### src/rtl/debounce_multi.sv
// Multi-channel input conditioner: per channel synchroniser, stability-qualified
// debounced level, one-cycle rise/fall pulses and a one-shot long-press pulse.
module debounce_multi #(
  parameter int unsigned N_CH        = 4,
  parameter int unsigned SYNC_STAGES = 2,
  parameter int unsigned STABLE_CNT  = 16,
  parameter int unsigned LONG_CNT    = 1000,
  parameter int unsigned CNT_W       = 16
) (
  input  logic            clk,
  input  logic            rst,
  input  logic            sample_en,
  input  logic [N_CH-1:0] signal,
  output logic [N_CH-1:0] level,
  output logic [N_CH-1:0] rise,
  output logic [N_CH-1:0] fall,
  output logic [N_CH-1:0] long_press
);

  localparam logic [CNT_W-1:0] STAB_LAST = CNT_W'(STABLE_CNT - 1);
  localparam logic [CNT_W-1:0] LONG_MAX  = CNT_W'(LONG_CNT);
  localparam bit               LONG_ON   = (LONG_CNT != 0);

  if (SYNC_STAGES < 2) begin : g_bad_sync
    $error("debounce_multi: SYNC_STAGES must be at least 2");
  end
  if (STABLE_CNT < 1) begin : g_bad_stable
    $error("debounce_multi: STABLE_CNT must be at least 1");
  end
  if ((64'(1) << CNT_W) <= 64'(STABLE_CNT) || (64'(1) << CNT_W) <= 64'(LONG_CNT)) begin : g_bad_width
    $error("debounce_multi: CNT_W too narrow for STABLE_CNT/LONG_CNT");
  end

  for (genvar i = 0; i < N_CH; i++) begin : g_ch
    logic [SYNC_STAGES-1:0] sync_q;
    logic [CNT_W-1:0]       stab_q;
    logic [CNT_W-1:0]       hold_q;
    logic                   level_q;
    logic                   rise_q;
    logic                   fall_q;
    logic                   long_q;
    logic                   s;

    assign s = sync_q[SYNC_STAGES-1];

    always_ff @(posedge clk or negedge rst) begin
      if (!rst) begin
        sync_q  <= '0;
        stab_q  <= '0;
        hold_q  <= '0;
        level_q <= 1'b0;
        rise_q  <= 1'b0;
        fall_q  <= 1'b0;
        long_q  <= 1'b0;
      end else begin
        sync_q <= {sync_q[SYNC_STAGES-2:0], signal[i]};
        rise_q <= 1'b0;
        fall_q <= 1'b0;
        long_q <= 1'b0;
        if (sample_en) begin
          if (s == level_q) begin
            stab_q <= '0;
          end else if (stab_q == STAB_LAST) begin
            level_q <= s;
            stab_q  <= '0;
            rise_q  <= s;
            fall_q  <= ~s;
          end else begin
            stab_q <= stab_q + 1'b1;
          end
          // hold uses the pre-update level, so counting begins the sample after rise
          if (!level_q) begin
            hold_q <= '0;
          end else if (LONG_ON && (hold_q < LONG_MAX)) begin
            hold_q <= hold_q + 1'b1;
            if (hold_q == LONG_MAX - 1'b1) long_q <= 1'b1;
          end
        end
      end
    end

    assign level[i]      = level_q;
    assign rise[i]       = rise_q;
    assign fall[i]       = fall_q;
    assign long_press[i] = long_q;
  end

endmodule

### config.mk
export PLATFORM = sky130hd
export DESIGN_NAME = debounce_multi
export DESIGN_NICKNAME = d
export VERILOG_FILES = /design/src/rtl/debounce_multi.sv
export SDC_FILE = /design/constraint.sdc
export NUM_CORES = 1
export LEC_CHECK = 0
export ABC_AREA = 1
export CAP_MARGIN = 20
export CORE_UTILIZATION = 45
export CTS_CLUSTER_SIZE = 16
export DETAILED_ROUTE_END_ITERATION = 6
export PLACE_DENSITY = 0.67
export SETUP_SLACK_MARGIN = 0.4
export SYNTH_ARGS = -nofsm -noshare
export SYNTH_HDL_FRONTEND = slang
export SYNTH_SLANG_ARGS = --single-unit
### constraint.sdc
create_clock -name clk -period 1.8 [get_ports clk]
set_input_delay 0.36 -clock clk [delete_from_list [all_inputs] [get_ports clk]]
set_output_delay 0.36 -clock clk [all_outputs]
set_load 0.005 [all_outputs]
# --- Word level (Yosys, flattened, before mapping) ---
# Index checks and enable logic that the tools add are counted.
word_totals:
  input_bits: 7
  elab_cells: 128
  output_inout_bits: 16
  ff_bits: 152
classes:
  addsub: 8
  reduce_logical: 8
  magnitude_cmp: 4
  bitwise: 8
  n_eq_ne: 16
  muxes: 56
ops:
  columns: ["op", "n"]
  rows:
  - ["2-to-1 mux 16 bit", 16]
  - ["adder 16 x 1 -> 16 bit (second input constant)", 8]
  - ["equality test 16 x 10 -> 1 bit (second input constant)", 4]
  - ["equality test 16 x 4 -> 1 bit (second input constant)", 4]
  - ["less-than comparator 16 x 10 -> 1 bit (second input constant)", 4]
  - ["2-to-1 mux 1 bit", 40]
  - ["AND reduction 3 bit", 4]
  - ["inequality test 2 x 1 -> 1 bit (second input constant)", 4]
  - ["inverter 1 bit", 8]
  - ["AND reduction 2 bit", 4]
  - ["equality test 1 bit", 4]

# --- Depth between registers and ports, before layout ---
logic_depth:
  depth_word: 5
  depth_mapped: 10
  mapped_depth_nobuf: 10

# --- Worst setup path after synthesis ---
# OpenSTA, ideal clock, no wires.
synth_timing:
  path_kind: "register -> register"
  start: "register g_ch[0].stab_q[0]"
  end: "register g_ch[0].stab_q[14]"
  period_less_slack_ns: 1.408
  setup_ns: 0.117
  t_required_ns: 1.683
  path_stages_with_launch: 9
  path_slack_ns: 0.392
  n_path_buf: 0
  t_arrival_ns: 1.291
  path_cell_list: "dfrtp_1 -> ha_1 -> nand2_1 -> nor3_4 -> nand2_2 -> nor2_1 -> nand2_1 -> nand3_1 -> nand2_1"
synth_between:
  elab_chain_len: 3
  word_cells_on_any_way: 4
  cone_classes: "add/sub: 1; eq/ne: 1; mux: 2"
synth_lines:
  columns: ["element", "line", "source"]
  rows:
  - ["start: declaration", "36", "logic [CNT_W-1:0] stab_q;"]
  - ["start signal: assignment", "69", "stab_q <= stab_q + 1'b1;"]
  - ["adder 16 x 1 -> 16 bit or equality test 16 x 4 -> 1 bit (tied branches)", "69, 63", null]
  - ["2-to-1 mux 16 bit (*)", "63", "end else if (stab_q == STAB_LAST) begin"]
  - ["2-to-1 mux 16 bit (*)", "61", "if (s == level_q) begin"]
# Every way passes the cells marked *; elsewhere a longest branch is shown, timed or not.
# A chain may end at the register's enable or synchronous reset.

# --- Final worst setup path ---
layout_timing:
  start: "register g_ch[0].stab_q[0]"
  end: "register g_ch[0].stab_q[12]"
# The elaborated chain is that of the path after synthesis.

==> impl_results.md <==
* Status: complete, but fails checks
* Failing checks: DRC
* Clock skew at 0.00993 ns
* Via count at 7605
* Cells after DPL at 1350
* Grt met2 use at 33.1%
* Htree depth at 4
* Final setup fails at 0
* Max_cap viols at 0
* DP HPWL at 11700 um
* Ys async rst share at 100%
* Share of layout cells above drive strength 1 at between 30% and 40%
* Worst reg2reg path depth at 8
* CTS tree: yes
* Period utilisation layout at 80.6%
* Die W at between 100 and 150 um
* Final min period at 1.45 ns
* #FFs+latches synth at about 150
* Initial DRC Count at 429
* YS warnings at 0
* GR Util met3 at 4.12%
* Num ports at 23
* Yosys cell types at 36
* Vias/cell at 5.17
* RSZ-0062 raised after global routing: yes
* R2R Path Start: g_ch[0].stab_q[0]
* Cells after Synth at 1124
* Worst path max stage delay at 0.44 ns
* Fin nets at 1245
* Die area at approximately 0.019 mm^2
* Post-synth top flop: dfrtp_1
* EDFF count, synth at 0
* Mapped Area at 0.00836 mm^2
* Mean post-synth cell area at 7.44 um^2
* Top cell by count, worst path: nand2_1
* Clk_lat worst skew at 0.43 ns
* Initial antenna violation count at 0
* Power per cell area at 681 mW/mm^2
* Worst EP required at 2.12 ns
* Clk sinks at 152
* Mux share of post-synthesis cell area at 0%
* Number of diodes at 0
* P_leak at 5.32 nW
* Initial Util at 46.2%
* TritonCTS Buffers at 17
* Root Driver: clkbuf_16
* Synth area leader: dfrtp_1
* GPL Wtd Cong at about 0.89
* WP data arrival at 1.77 ns
* VDD IR-drop max at 602 uV
* Average wire per standard cell at roughly 14 um
* Gr busiest metal: met2
* Largest net degree at the start of global routing at between 70 and 80
* CP max stage cell: dfrtp_1
* Crit. End Element: flop
* Worst reg2reg setup slack at 0.35 ns
* Vias in the first global route at 6831
* Global Route Usage Sum at 20.0%
* Grt ovf at 0
* Xor/xnor share of the synthesized area at 2.93%
* Clock tree buffer depth at 2
* Post-synthesis adder-cell area fraction at 1.20%
* Worst Setup Path Type: reg -> reg
* Ranking of synthesized cells by area: dfrtp_1 (45%), nand2_1 (15%), inv_1 (6.2%)
* Layout Area Growth over Synthesis at 32.8%
* Global Route met1 Usage at roughly a quarter
* Max_slew headroom at about two thirds
* R2r endpoint: g_ch[0].stab_q[12]
* Finished Layout Cells at 1472
* Crit-path max FO at 4
* Core Box Area at 0.0181 mm^2
* Crit path cell chain: ha_4, nand2_4, nor3_4, nand2_2, nor2_4, nand2_1, nand3_1, nand2_1
* First-pass GRT wire length at 31700 um
* Top-count cell post-synth: nand2_1
* Largest family of logic cells by synthesized area: simple AND/OR/NAND/NOR gates
* Setup TNS at 0 ns
* Startpoint Class: flop
* Achievable Freq at 689 MHz
* WL final at 20700 um
* Std cell rows at 49
* Sequential share of the synthesized area at 45.5%
* Synth Area in Compound Gates at 6.31%
* Worst Tran Pin Value at 0.520 ns
* Share of the synthesized area in the top cell type at 45.5%
* Final Hold Viols at 0
* Worst hold start: g_ch[1].sync_q[0]
* Final ANT Viol Nets at 0
* Post-synthesis simple-gate area fraction at 34.5%
* Clk slew on worst S/H paths at 0.06 ns
* CP startpoint: g_ch[0].stab_q[0]
* Final routed DRC violation total at 9
* Hold Crit Class: reg -> reg
* Drt first pass iters at 7
* Post-Syn Nets at 1139
* Slew Viols, Final at 0
* WHS Path Cells at 0
* Count of buffers from port buffering at 22
* Die height at 138 um
* Post-synth top cells: nand2_1 (335), dfrtp_1 (152), inv_1 (138), nor2_1 (120), nand3_1 (99)
* Worst hold endpoint: g_ch[1].sync_q[1]
==> flip-flops by register name, indices dropped and copies added (netlist names) <==
signal        count
g_ch.fall_q       4
g_ch.level_q      4
g_ch.rise_q       4
g_ch.stab_q      64
g_ch.hold_q      64
g_ch.sync_q       8
g_ch.long_q       4
==> stage by stage <==
stage	util, %	total power, mW	setup slack, ns	instance area, um^2	hold slack [ns]
global placement	48.6	3.87	0.264	8790	0.271
CTS	54.6	7.54	0.333	9880	0.347
floorplan	-	3.71	0.413	8370	0.0644
finish	61.4	7.56	0.349	11100	0.350
global route	61.4	7.82	0.261	11100	0.350
detailed placement	48.6	3.87	0.223	8790	0.271
==> cell usage in the layout (no fill, tap or decap), drive strengths merged, types with 10 or more instances in the layout <==
cell,instances
nand2,363
dfrtp,152
inv,149
nor2,127
buf,100
nand3,100
nand4,40
nor3,36
a21oi,34
o21ai,27
xor2,25
o22ai,21
clkbuf,19
clkdlybuf4s15,10
==> metal layers <==
layer | up-vias | wire [um]
met5 | - | 0
met4 | 0 | 293
met3 | 25 | 750
met2 | 146 | 10500
met1 | 3634 | 9180
li1 | 3800 | -
==> worst max-delay path, delay by kind of cell (launching register included) <==
family,cells,cell delay (ns)
adder cells (fa/ha/maj),1,0.20
AND/OR/NAND/NOR,7,0.71
flip-flops,1,0.44
==> report_power, final <==
part           internal [mW]  switching (mW)
Sequential              3.47          0.0554
Combinational          0.166           0.274
Clock                   2.07            1.53
==> how the worst max path moves through the flow <==
| stage | end | slack [ns] | depth (start not counted) |
|---|---|---|---|
| global placement | g_ch[3].stab_q[11] | 0.26 | 6 |
| finish | g_ch[0].stab_q[12] | 0.35 | 8 |
| global route | g_ch[1].level_q | 0.26 | 8 |
| CTS | g_ch[1].level_q | 0.33 | 8 |
| floorplan | g_ch[1].stab_q[15] | 0.41 | 10 |
| detailed placement | g_ch[3].stab_q[11] | 0.22 | 10 |
==> kinds of logic (layout without fill, tap and decap cells) <==
group | after synthesis | in the layout
AO/OA/AOI/OAI | 90 | 90
flip-flops | 152 | 152
adder cells (fa/ha/maj) | 8 | 8
AND/OR/NAND/NOR | 661 | 670
buffers and inverters | 185 | 295
XOR/XNOR | 28 | 28
==> cell type report <==
type / count / area, um^2
Inverter: 146 / 568
Multi-Input combinational cell: 796 / 4770
Clock buffer: 17 / 425
Clock inverter: 15 / 171
Sequential cell: 152 / 3820
Fill cell: 1487 / 6980
Timing Repair Buffer: 117 / 1060
Tap cell: 229 / 287
==> timing repair <==
item	CTS	global route
gates cloned	2	7
hold buffers	1	0
pin swaps	28	93
gates resized for setup	108	228
endpoints found under the hold margin	26	0
setup endpoints to repair	111	130
buffers inserted	30	50
Note: power is estimated with default switching activity, not from simulation.
